--- config.mk ---
export PLATFORM = sky130hd
export DESIGN_NAME = a3x8_pulse_decoder_flat
export DESIGN_NICKNAME = d
export VERILOG_FILES = /design/src/rtl/a3x8_pkg.sv /design/src/rtl/a3x8_pulse_decoder_if.sv /design/src/rtl/a3x8_decoder.sv /design/src/rtl/a3x8_pulse_decoder.sv /design/src/flat_wrapper.sv
export SDC_FILE = /design/constraint.sdc
export NUM_CORES = 1
export LEC_CHECK = 0
export ABC_CLOCK_PERIOD_IN_PS = 2600
export CAP_MARGIN = 30
export CORE_MARGIN = 2
export CORE_UTILIZATION = 38
export DETAILED_ROUTE_END_ITERATION = 10
export PLACE_DENSITY = 0.65
export SLEW_MARGIN = 15
export SYNTH_ARGS = -nofsm -noshare
export SYNTH_HDL_FRONTEND = slang
export SYNTH_SLANG_ARGS = --single-unit
--- constraint.sdc ---
create_clock -name clk -period 2.6 [get_ports clk]
set_clock_uncertainty 0.1 [all_clocks]
set_input_delay 0.39 -clock clk [delete_from_list [all_inputs] [get_ports clk]]
set_output_delay 0.39 -clock clk [all_outputs]
set_load 0.03 [all_outputs]
--- src/rtl/a3x8_pkg.sv ---
// a3x8_pkg
// Shared definitions for the 3-to-8 pulse decoder slice: code/output widths
// and the FSM state encoding used by a3x8_pulse_decoder.
// No ports (package).

package a3x8_pkg;

  localparam int CODE_W = 3;
  localparam int OUT_W  = 8;

  typedef enum logic [1:0] {
    ST_IDLE = 2'd0,
    ST_HOLD = 2'd1,
    ST_GAP  = 2'd2
  } state_t;

endpackage

--- src/rtl/a3x8_pulse_decoder_if.sv ---
// a3x8_pulse_decoder_if
// Code handshake between a code producer and the pulse decoder.
// Signals:
//   code       [2:0] code to decode
//   code_valid        producer presents a code
//   code_ready        decoder can accept a code
// Modports: master (producer side), slave (decoder side).

interface a3x8_pulse_decoder_if;
  import a3x8_pkg::*;

  logic [CODE_W-1:0] code;
  logic              code_valid;
  logic              code_ready;

  modport master (output code, output code_valid, input  code_ready);
  modport slave  (input  code, input  code_valid, output code_ready);

endinterface

--- src/rtl/a3x8_decoder.sv ---
// a3x8_decoder
// Combinational 3-to-8 one-hot decoder, the exact inverse of the 8-to-3
// one-hot encoder: d = n drives onehot[n] and nothing else.
// Ports:
//   d      in  [2:0] binary code
//   onehot out [7:0] one-hot word

module a3x8_decoder
  import a3x8_pkg::*;
(
  input  logic [CODE_W-1:0] d,
  output logic [OUT_W-1:0]  onehot
);

  always_comb begin
    onehot    = '0;
    onehot[d] = 1'b1;
  end

endmodule

--- src/rtl/a3x8_pulse_decoder.sv ---
// a3x8_pulse_decoder
// Sequential 3-to-8 decoder. Accepts codes over a valid/ready handshake into
// a one-entry pending register, then drives y[code] for HOLD_CYCLES clocks
// followed by GAP_CYCLES all-zero clocks.
// Ports:
//   clk    in       rising-edge clock
//   rst_n  in       asynchronous active-low reset
//   cif    slave    code / code_valid / code_ready handshake
//   en     in       output enable, masks y only (timing unaffected)
//   y      out [7:0] one-hot or zero output word
//   busy   out      pending code held or FSM not idle
//   done   out      one-clock pulse after each hold word completes

module a3x8_pulse_decoder
  import a3x8_pkg::*;
#(
  parameter int HOLD_CYCLES = 4,
  parameter int GAP_CYCLES  = 1,
  parameter int CNT_W       = 8
) (
  input  logic                    clk,
  input  logic                    rst_n,
  a3x8_pulse_decoder_if.slave     cif,
  input  logic                    en,
  output logic [OUT_W-1:0]        y,
  output logic                    busy,
  output logic                    done
);

  localparam logic [CNT_W-1:0] HOLD_LOAD = CNT_W'(HOLD_CYCLES - 1);
  localparam logic [CNT_W-1:0] GAP_LOAD  = CNT_W'((GAP_CYCLES > 0) ? GAP_CYCLES - 1 : 0);
  localparam logic [CNT_W-1:0] CNT_ONE   = CNT_W'(1);

  state_t             state, state_next;
  logic [CNT_W-1:0]   cnt, cnt_next;
  logic [OUT_W-1:0]   y_reg, y_next;
  logic [OUT_W-1:0]   pend_onehot;
  logic [CODE_W-1:0]  pend_code;
  logic               pend_valid, pend_valid_next;
  logic               done_next;
  logic               accept;
  logic               consume;

  a3x8_decoder u_decoder (
    .d      (pend_code),
    .onehot (pend_onehot)
  );

  // Pending slot is empty whenever ready; accept and consume are therefore
  // mutually exclusive, so no accept can happen on the consuming edge.
  assign cif.code_ready = !pend_valid;
  assign accept         = cif.code_valid && cif.code_ready;

  always_comb begin
    state_next = state;
    cnt_next   = cnt;
    y_next     = y_reg;
    done_next  = 1'b0;
    consume    = 1'b0;

    case (state)
      ST_IDLE: begin
        if (pend_valid) begin
          state_next = ST_HOLD;
          y_next     = pend_onehot;
          cnt_next   = HOLD_LOAD;
          consume    = 1'b1;
        end
      end

      ST_HOLD: begin
        if (cnt != '0) begin
          cnt_next = cnt - CNT_ONE;
        end else begin
          // Last clock of the word: done registers high on the leaving edge.
          done_next = 1'b1;
          if (GAP_CYCLES > 0) begin
            state_next = ST_GAP;
            y_next     = '0;
            cnt_next   = GAP_LOAD;
          end else if (pend_valid) begin
            y_next   = pend_onehot;
            cnt_next = HOLD_LOAD;
            consume  = 1'b1;
          end else begin
            state_next = ST_IDLE;
            y_next     = '0;
          end
        end
      end

      ST_GAP: begin
        if (cnt != '0) begin
          cnt_next = cnt - CNT_ONE;
        end else if (pend_valid) begin
          state_next = ST_HOLD;
          y_next     = pend_onehot;
          cnt_next   = HOLD_LOAD;
          consume    = 1'b1;
        end else begin
          state_next = ST_IDLE;
        end
      end

      default: begin
        state_next = ST_IDLE;
        y_next     = '0;
        cnt_next   = '0;
      end
    endcase

    pend_valid_next = pend_valid;
    if (consume) begin
      pend_valid_next = 1'b0;
    end else if (accept) begin
      pend_valid_next = 1'b1;
    end
  end

  always_ff @(posedge clk or negedge rst_n) begin
    if (!rst_n) begin
      state      <= ST_IDLE;
      cnt        <= '0;
      y_reg      <= '0;
      done       <= 1'b0;
      pend_valid <= 1'b0;
      pend_code  <= '0;
    end else begin
      state      <= state_next;
      cnt        <= cnt_next;
      y_reg      <= y_next;
      done       <= done_next;
      pend_valid <= pend_valid_next;
      if (accept) begin
        pend_code <= cif.code;
      end
    end
  end

  assign y    = y_reg & {OUT_W{en}};
  assign busy = (state != ST_IDLE) || pend_valid;

endmodule

--- src/flat_wrapper.sv ---
// flat-port wrapper written by rule: the top's interface ports become plain ports
module a3x8_pulse_decoder_flat import a3x8_pkg::*;
#(
  parameter int HOLD_CYCLES = 4,
  parameter int GAP_CYCLES  = 1,
  parameter int CNT_W       = 8
)
  (clk, rst_n, en, y, busy, done, cif_code, cif_code_valid, cif_code_ready);
  a3x8_pulse_decoder_if cif_i ();
  input  logic clk;
  input  logic rst_n;
  input  logic en;
  output logic [OUT_W-1:0] y;
  output logic busy;
  output logic done;
  input wire logic [$bits(cif_i.code)-1:0] cif_code;
  input wire logic [$bits(cif_i.code_valid)-1:0] cif_code_valid;
  output wire logic [$bits(cif_i.code_ready)-1:0] cif_code_ready;
  assign cif_i.code = cif_code;
  assign cif_i.code_valid = cif_code_valid;
  assign cif_code_ready = cif_i.code_ready;
  a3x8_pulse_decoder #(.HOLD_CYCLES(HOLD_CYCLES), .GAP_CYCLES(GAP_CYCLES), .CNT_W(CNT_W)) u_core (.clk(clk), .rst_n(rst_n), .cif(cif_i), .en(en), .y(y), .busy(busy), .done(done));
endmodule
== Word-level counts from Yosys, hierarchy flattened ==
Index checks and enable logic that the tools add are counted.

* Latch bits: 0
* Memories kept: 0
* Logic and storage cells: 47
* Output and inout port bits: 11
* RAM bits: 0
* Bits in read-only memories: 0
* Bits of input ports: 7
* Register bits: 23

* Div/mod/pow operators: 0
* $add $sub $neg: 1
* Shift operators: 0
* Reduce and logical (&&, ||, !) cells: 10
* Equality and inequality tests: 5
* Bitwise logic cells: 1
* $mul: 0
* Multiplexer cells: 22
* $lt $le $gt $ge: 2

{| class="wikitable"
|+ Operators by type and width
! kind !! count
|-
| 8-bit two-way mux || 6
|-
| 8-bit case mux with 3 select lines || 2
|-
| 8-bit bitwise AND || 1
|-
| 1-bit two-way mux || 8
|-
| 8-bit nonzero test || 1
|-
| 8-bit by 1-bit subtractor with 8-bit output (second input constant) || 1
|-
| 2-bit two-way mux || 3
|-
| 2-bit case mux with 3 select lines || 1
|-
| 3-bit by 4-bit < comparator with 1-bit output (second input constant) || 1
|-
| 2-bit inequality test (second input constant) || 2
|-
| 2-bit nonzero test || 2
|-
| 1-bit demux with 3-bit select || 1
|-
| 3-bit by 1-bit >= comparator with 1-bit output (second input constant) || 1
|-
| 3-bit AND reduction || 1
|-
| 2-bit by 1-bit equality test with 1-bit output (second input constant) || 1
|-
| 2-bit equality test (second input constant) || 1
|-
| 1-bit logical AND || 2
|-
| 2-bit logical NOT || 1
|-
| 2-bit by 1-bit inequality test with 1-bit output (second input constant) || 1
|-
| 1-bit case mux with 2 select lines || 1
|-
| 2-bit AND reduction || 1
|-
| 1-bit logical NOT || 1
|-
| 1-bit logical OR || 1
|}

== Depth between registers and ports, before layout ==
* Word-level depth: 7
* Mapped depth: 7

== Hierarchy ==
From an unflattened synthesis, not the netlist that was laid out.

* Cell total of the unflattened synthesis: 143
* Area, all modules: 1410.1 um^2

{| class="wikitable"
|+ Modules (own cells, without submodules)
! module !! area an instance (um^2) !! instances !! seq. area each (um^2) !! cells an instance
|-
| a3x8_pulse_decoder || 1345.0 || 1 || 575.6 || 135
|-
| a3x8_decoder || 65.1 || 1 || 0.0 || 8
|}

== Least setup slack after synthesis ==
OpenSTA, ideal clock, no wires.

* Path kind: flip-flop to flip-flop
* From: register u_core.cnt[0]
* To: register u_core.y_reg[2]
* Slack: 767 ps
* Arrival: 1666 ps
* Setup time: 68 ps
* Path buffers: 0
* Clock period less this slack: 1833 ps
* Stages on the path, launching flop included: 7
* Cell sequence: dfrtp_1 -> inv_1 -> ha_1 -> nor4b_1 -> a21oi_1 -> nor3_1 -> a32o_1

* Cells in the longest elaborated chain, start to end: 3
* Elaborated cells between the ends (all ways): 4
* Those cells by class: 2 x eq/ne; 2 x reduce/logical

{| class="wikitable"
|+ Ends and longest elaborated chain
! element !! RTL line !! source
|-
| start: declaration || a3x8_pulse_decoder.sv:35 || <nowiki>logic [CNT_W-1:0] cnt, cnt_next;</nowiki>
|-
| start signal: assignment || a3x8_pulse_decoder.sv:130 || <nowiki>cnt <= cnt_next;</nowiki>
|-
| 8-bit nonzero test (*) || a3x8_pulse_decoder.sv:72, a3x8_pulse_decoder.sv:93 ||
|-
| 2-bit inequality test (no line) || n/a ||
|-
| 2-bit AND reduction (no line) (*) || n/a ||
|-
| end signal: assignment || a3x8_pulse_decoder.sv:131 || <nowiki>y_reg <= y_next;</nowiki>
|-
| end: declaration || a3x8_pulse_decoder.sv:36 || <nowiki>logic [OUT_W-1:0] y_reg, y_next;</nowiki>
|}

Mark *: on every way between the ends. The rest lies on a longest branch, timed or not.
A chain may end at the register's enable or synchronous reset.

== Worst setup path after layout ==
Ends and elaborated chain as after synthesis.

==> results.toml <==
[finish]
area_delta_synth_final_pct = 20.9
stdcell_area_um2 = 1450
fin_nets = 146
diodes = 0
drive_above_1_share_pct = 9.56
final_cells = 180
final_util_pct = 47.8

[grt]
grt_pass1_wl_um = 4080
grt_remaining_overflow = 0
grt_antenna_before_repair = 0
grt_max_degree = 24
grt_usage_pct = 14.7
grt_pass1_vias = 903

[yosys]
yosysWarningCount = 0
ys_seq_area_share_pct = 48.1
syn_avg_cell_area_um2 = 10.2
async_flop_share_pct = 100
syn_nets = 126
yosysUniqueCellTypes = 37
netlist_instances = 117
ys_ff_latch = 23
synth_edf_count = 0
syn_area_um2 = 1200
synth_ff_type = "dfrtp_1"

[worst_setup_path]
reg2reg_depth = 6
worstReg2RegStart = "u_core.cnt[0]"
endpoint = "u_core.y_reg[2]"
end_kind = "flop"
reg2reg_to = "u_core.y_reg[2]"
crit_arrival_ps = 2460
critPathMaxFanout = 7
cp.required_ps = 2750
crit_type = "reg2reg"
reg2reg_slack_ps = 290
cp-start-kind = "flop"
critical_path.startpoint = "u_core.cnt[0]"

[route]
drt_iter0_drc = 19
wirelength_um = 2280
post-route-drc-count = 0
vias_per_cell = 5.23
wl_per_cell_um = 12.7
drt_first_pass_iters = 4
vias = 941
final_antenna_net_count = 0

[cts]
hold_buffers = 0
cts_sinks = 23
root_buffer = "clkbuf_4"
cts_tree = "yes"
insertion_delay_ps = 300
cts_inserted_buffers = 3
cts_max_level = 1
cts.clk_slew.worst_paths_ps = 130
cts_setup_buffers = 0
clockBufferDepth = 2
cts_resized = 0

[timing]
rsz0062_at_grt = "false"
drv_slew = 0
finalWorstSetupSlack_ps = 286
hold_viol = 0
setup_viol = 0
worst_pin_slew_ps = 517
max_freq_mhz = 432
min_period_ps = 2310
slew-limit-headroom_pct = 65.3
setup_tns_ps = 0
period_share_pct = 89.0

[worst_hold_path]
hold_path_class = "in2async"

[power]
powerDensity_nw_per_um2 = 1180
pwr-share-clk_pct = 9.6
net-switching-power_uw = 739
intPower_uw = 965
vdd_ir_drop_max_mv = 0.472
swShare_pct = 43.4
p_leak_nw = 0.620
pwr-share-seq_pct = 39.4
p_comb_share_pct = 51.0

[floorplanning]
initial_core_util_pct = 39.5
core_area_um2 = 3030
pin_count = 18
die_h_um = 60.1
num_rows = 20
die_x_um = 60.1
die_area_um2 = 3620

[placed_design]
place_hpwl_um = 1720
gp_congestion = 0.839
place_ws_ps = 317
placed_cells = 176
numPortBuffers = 17
placed_area_um2 = 1420

[run_status]
status = "completed"

[run]
drv_cap = 0
==> power by group through the flow <==
stage	logic, mW	clock network, mW	registers [mW]
final	0.869	0.163	0.672
after floorplan	0.673	0	0.636
after global placement	0.854	0	0.671
after global routing	0.979	0.192	0.702
after detailed placement	0.869	0	0.680
after CTS	0.873	0.173	0.671
==> cells in the mapped netlist, types with 2 or more instances <==
master | instances | share of area [%]
a31oi_1 | 3 | 1.6
and3_1 | 2 | 1.0
dfrtp_1 | 23 | 48
o31ai_1 | 3 | 1.9
a21oi_1 | 5 | 2.1
a32o_1 | 4 | 3.3
or4_1 | 2 | 1.3
nor3_1 | 4 | 1.7
o21ai_0 | 4 | 1.7
nor2b_1 | 6 | 3.1
a211oi_1 | 2 | 1.3
nor2_1 | 7 | 2.2
ha_1 | 2 | 2.1
inv_1 | 6 | 1.9
nand2b_1 | 2 | 1.0
mux2_2 | 4 | 3.8
or3_1 | 2 | 1.0
nand2_1 | 4 | 1.3
a22o_1 | 5 | 3.7
clkbuf_1 | 2 | 0.63
and2_1 | 9 | 4.7
==> stage by stage <==
stage	hold slack, ps	power [mW]
after floorplan	-5.59	1.31
after global placement	371	1.53
after detailed placement	383	1.55
after CTS	331	1.72
after global routing	343	1.87
final	328	1.70
==> how the worst min path moves through the flow <==
stage                       to  slack, ps  cells past startpoint
6_report         u_core.cnt[7]        330                      2
5_1_grt          u_core.cnt[5]        340                      2
4_1_cts          u_core.cnt[6]        330                      2
3_5_place_dp   u_core.y_reg[6]        380                      1
3_3_place_gp   u_core.y_reg[7]        370                      1
2_1_floorplan    u_core.cnt[0]         -6                      0
==> layout make-up <==
class,count,area [um^2]
sequential,23,576
timing repair buffer,19,185
tap,44,55.1
inverter,6,22.5
clock buffer,3,22.5
multi-input combinational,84,582
fill,284,1580
clock inverter,1,5.00
==> cell usage in the layout, fill, tap and decap left out, types with 2 or more instances in the layout <==
cell and n:
dfrtp_1 23, a21oi_1 5, o21ai_0 4, inv_1 6, nand2_1 4, a32o_1 4, nand2b_1 2, or3_1 2
or4_1 2, ha_1 2, a22o_1 5, buf_4 2, and3_1 2, nor2_1 7, and2_1 9, nor3_1 4
a31oi_1 3, nor2b_1 6, o31ai_1 3, clkbuf_4 3, a211oi_1 2, mux2_2 4, clkdlybuf4s50_1 17
==> cells by family (layout without fill, tap and decap cells) <==
kind of cell,Yosys count,count (layout),synth area share [%]
adders and majority gates,2,2,2.09
AOI/OAI and AO/OA,35,35,22.2
buffers and inverters,10,29,3.34
and+or+nand+nor,42,42,19.9
muxes,4,4,3.76
xor gates and xnor gates,1,1,0.732
DFF,23,23,48.1
==> critical path: stages (launching register included) <==
cell and delay (ps):
dfrtp_1 460, inv_1 100, ha_1 180, nor4b_1 440, a21oi_1 260, nor3_1 460, a32o_1 250
==> routing by layer <==
metal  wire length (um)  part of all wire (%)  global-route usage, %  up-vias
li1                   -                     -                      -      475
met1               1180                    52                   21.7      449
met2               1010                    44                   21.6       15
met3                 57                   2.5                   1.95        2
met4                 34                   1.5                   5.71        0
met5                  0                     0                      0        -
No activity file was read; power rests on OpenSTA's default activity.
==> variant 1: new RTL, same flow settings <==
Change the package constant `CODE_W` from 3 to 6.
--- a/src/rtl/a3x8_pkg.sv
+++ b/src/rtl/a3x8_pkg.sv
@@ -7,3 +7,3 @@
 
-  localparam int CODE_W = 3;
+  localparam int CODE_W = 6;
   localparam int OUT_W  = 8;
Interface: changed (resized cif_code); port bits go from 18 to 21. The function was not compared with the original's and may differ.
==> variant 1 against the original RTL <==
- setup slack worse by 0.061 ns
- clock power is 71% higher
- critical path depth down 3
- synthesized area up 9.6%
- routed wire length up 14%
- sequential cell count grew 3
- sequential power up 3.3%
- hold slack worse by 0.020 ns
- final area up 13%
- total power is 1.3% lower
- global-route usage grew 0.45 points
- largest power group unchanged
==> variant 1: results <==
set metrics [dict create \
    cp.arrival_ns 1.89 \
    endpoint "busy" \
    synth.avg_cell_area_sq_um 10.3 \
    top_layer "met4" \
    wl_per_cell_um 13.1 \
    port_buffers 20 \
    synthDistinctLibCells 34 \
    r2r_end "u_core.y_reg[0]" \
    dr_total_vias 1050 \
    critPathMaxFanout 11 \
    dp_hpwl_mm 1.89 \
    grt_max_degree 27 \
    grt_first_pass_wirelength_mm 4.89 \
    drt-total-wl_mm 2.60 \
    gp_routability_congestion 0.828 \
    drive_gt1_frac 0.131 \
    place_inst 195 \
    ctsResizeCount 0 \
    clk_latency_ns 0.32 \
    route.met2.wl_mm 1.26 \
    post-place-ws_ns 0.311 \
    crit_start "u_core.state[1]" \
    cts_setup_buffers 0 \
    setup_ws_ns 0.225 \
    yosys-top-cells-area "dfrtp_1 50%, mux2_2 5.1%, o21ai_0 4.6%" \
    fin_nets 166 \
    slew_headroom 0.587 \
    holdWs_ns 0.308 \
    synthTopCellsByCount "26 x dfrtp_1, 12 x o21ai_0, 9 x and2_1, 9 x nand2_1, 8 x nor2_1" \
    reg2reg_slack_ns 0.59 \
    p_leak_nw 0.684 \
    dr.first_iter.drc_count 51 \
    m1WireLength_mm 1.26 \
    status "finished clean" \
    yosysSeqAreaShare 0.496 \
    cts_buffers 3 \
    route.met3.wl_um 68 \
    peakVddDrop_mv 0.476 \
    worstReg2RegStart "u_core.cnt[0]" \
    grtUsageTotal 0.151 \
    dpl_cell_area_sq_um 1590 \
    syn-num-nets 140 \
]
[variant 1: changes by cell type after synthesis, moves of 4 or more]
cell / delta
nand2_1: +5
a22o_1: -5
o21ai_0: +8
nor2b_1: -5
a32o_1: -4
[variant 1: kinds of logic after synthesis]
| kind of cell | after synthesis | synth area share |
|---|---|---|
| simple gates | 41 | 0.179 |
| xor+xnor | 2 | 0.0133 |
| buf+inv | 9 | 0.0315 |
| compound gates | 40 | 0.194 |
| mux | 8 | 0.0667 |
| flops | 26 | 0.496 |
| fa+ha+maj | 2 | 0.0191 |
[variant 1: critical path, stage by stage, from the launching register on]
cell and delay (ns):
dfrtp_1 0.52, nor3_1 0.29, inv_1 0.14, clkdlybuf4s50_1 0.61
[variant 1: power by group]
| part | switching [mW] | internal, mW | total, mW |
|---|---|---|---|
| clock network | 0.123 | 0.156 | 0.279 |
| logic | 0.381 | 0.329 | 0.709 |
| registers | 0.157 | 0.538 | 0.694 |
[variant 1: layout make-up]
cell class | instances | area (sq um)
Clock inverter | 1 | 30.0
Sequential cell | 26 | 651
Tap cell | 46 | 57.6
Fill cell | 328 | 1700
Multi-Input combinational cell | 93 | 621
Timing Repair Buffer | 26 | 245
Inverter | 4 | 15.0
Clock buffer | 3 | 22.5
[variant 1: metal layers]
layer,vias to the layer above,GRT usage
met5,-,0
met4,0,0.0583
met3,2,0.0180
met2,14,0.251
met1,522,0.202
li1,512,-
==> variant 2: new RTL, same settings <==
Without the edit above. `y_reg` no longer has a reset.
--- a/src/rtl/a3x8_pulse_decoder.sv
+++ b/src/rtl/a3x8_pulse_decoder.sv
@@ -123,3 +123,2 @@
       cnt        <= '0;
-      y_reg      <= '0;
       done       <= 1'b0;
@@ -130,3 +129,2 @@
       cnt        <= cnt_next;
-      y_reg      <= y_next;
       done       <= done_next;
@@ -139,2 +137,6 @@
 
+  always_ff @(posedge clk) begin
+    y_reg <= y_next;
+  end
+
   assign y    = y_reg & {OUT_W{en}};
Formal check against the unedited RTL: differs if rst_n is asserted again (counterexample within 4 cycles, from zero or initial values and one cycle with rst_n low); with rst_n held inactive, the same outputs for 10 cycles.
==> variant 2 against the original RTL <==
- sequential cell count stayed put
- synthesized area is 5.1% higher
- non-clock buffer count is 2 higher
- via count is 6.5% higher
- final area is 4.3% higher
- total power is 0.94% higher
- routed wire length is 9.8% higher
- setup slack worse by 0.024 ns
==> variant 2: results <==
set metrics [dict create \
    reg2reg_slack_ns 0.57 \
    gp_routability_congestion 0.769 \
    synth_ff_type "dfrtp_1" \
    syn-num-nets 139 \
    dr.first_iter.drc_count 41 \
    synthTopCellsByCount "15 x dfrtp_1, 13 x nand2_1, 12 x a21oi_1" \
    port_buffers 17 \
    dr_total_vias 1002 \
    worstReg2RegStart "u_core.cnt[0]" \
    rr_worst_depth 5 \
    firstDrtPassIters 4 \
    hold_class "in2async" \
    grt_first_pass_wirelength_mm 4.21 \
    clk_latency_ns 0.30 \
    ctsLongestPathBuffers 2 \
    antenna_found_initial 0 \
    cts_max_level 1 \
    synthDistinctLibCells 37 \
    first_global_vias 962 \
    synth_edf_count 8 \
    top_layer "met4" \
    dp_hpwl_mm 1.83 \
    peakVddDrop_mv 0.487 \
    synth-async-reset-ratio 0.652 \
    slew_headroom 0.506 \
    r2r_end "u_core.y_reg[4]" \
    fin_nets 157 \
    critPathMaxFanout 9 \
    grtUsageTotal 0.150 \
    yosysWarnings 0 \
    route.met2.wl_mm 1.31 \
    slowest_stage "clkdlybuf4s50_1" \
    endpoint "busy" \
    path_clk_slew_ns 0.12 \
    fillers 326 \
    status "finished clean" \
    cp_top_family "buffers and inverters" \
    cp.arrival_ns 1.85 \
    cts_buffers 3 \
    grt_max_degree 21 \
    diodes 0 \
    slowest_delay_ns 0.59 \
    cts_setup_buffers 0 \
    crit_start "u_core.state[1]" \
    yosys-top-cells-area "dfrtp_1 30%, edfxtp_1 19%, a21oi_1 4.8%" \
    cts_root_buf "clkbuf_4" \
    m1WireLength_mm 1.06 \
    route.met3.wl_um 115 \
    yosysSeqAreaShare 0.489 \
    p_leak_nw 0.588 \
    timing_hold_violations_final 0 \
    drive_gt1_frac 0.102 \
    drt-total-wl_mm 2.51 \
    ctsResizeCount 0 \
]
## variant 2: changes by cell type after synthesis, moves of 5 or more
cell	delta
a22o_1	-5
nand2_1	+9
edfxtp_1	+8
dfrtp_1	-8
a21oi_1	+7
## variant 2: cell type report
type,count,share of cell area
sequential,23,0.408
tap,44,0.0365
multi-input combinational,92,0.388
clock buffer,3,0.0149
timing repair buffer,21,0.133
clock inverter,1,0.00331
inverter,7,0.0174
## variant 2: worst min path at each step
stage | end | from | slack, ns | cells after the start
2_1_floorplan | u_core.cnt[0] | rst_n | -0.006 | 0
3_3_place_gp | u_core.cnt[6] | u_core.cnt[6] | 0.42 | 2
3_5_place_dp | u_core.cnt[7] | u_core.cnt[7] | 0.44 | 1
4_1_cts | u_core.cnt[3] | rst_n | 0.41 | 1
5_1_grt | u_core.cnt[1] | rst_n | 0.44 | 1
6_report | u_core.cnt[2] | rst_n | 0.40 | 1
## variant 2: per-layer routing
layer  track usage  vias to the layer above
met4        0.0456                        0
met1         0.187                      477
met2         0.269                       30
met3        0.0189                        2
met5             0                        -
li1              -                      493
## variant 2: metrics by stage
stage          worst slack (ns)  cell area [sq um]  hold WS, ns  power [mW]  std cells
3_5_place_dp              0.325               1480        0.438        1.57        187
2_1_floorplan             0.875               1260     -0.00559        1.32        130
4_1_cts                   0.235               1510        0.407        1.73        191
3_3_place_gp              0.371               1480        0.424        1.54        187
5_1_grt                   0.148               1510        0.438        1.87        191
6_report                  0.262               1510        0.397        1.72        191
## variant 2: cell families (layout without fill, tap and decap cells)
group	Yosys count	count (layout)	share of synthesized area
adder cells (fa/ha/maj)	2	2	0.0199
AO/OA/AOI/OAI	26	26	0.123
flip-flops	23	23	0.489
AND/OR/NAND/NOR	57	57	0.264
buffers and inverters	15	32	0.0457
multiplexers	5	5	0.0437
XOR/XNOR	2	2	0.0139
## variant 2: worst register-to-register path, delay by kind of cell, from the launching register on
| kind | cells | cell delay [ns] |
|---|---|---|
| DFF | 1 | 0.47 |
| buffers and inverters | 2 | 0.46 |
| and+or+nand+nor | 1 | 0.31 |
| AOI/OAI and AO/OA | 1 | 0.21 |
| adders and majority gates | 1 | 0.16 |
## variant 2: where the power goes
group | internal (mW) | switching [mW] | total [mW]
clock | 0.0572 | 0.102 | 0.160
combinational | 0.371 | 0.464 | 0.835
sequential | 0.551 | 0.175 | 0.725
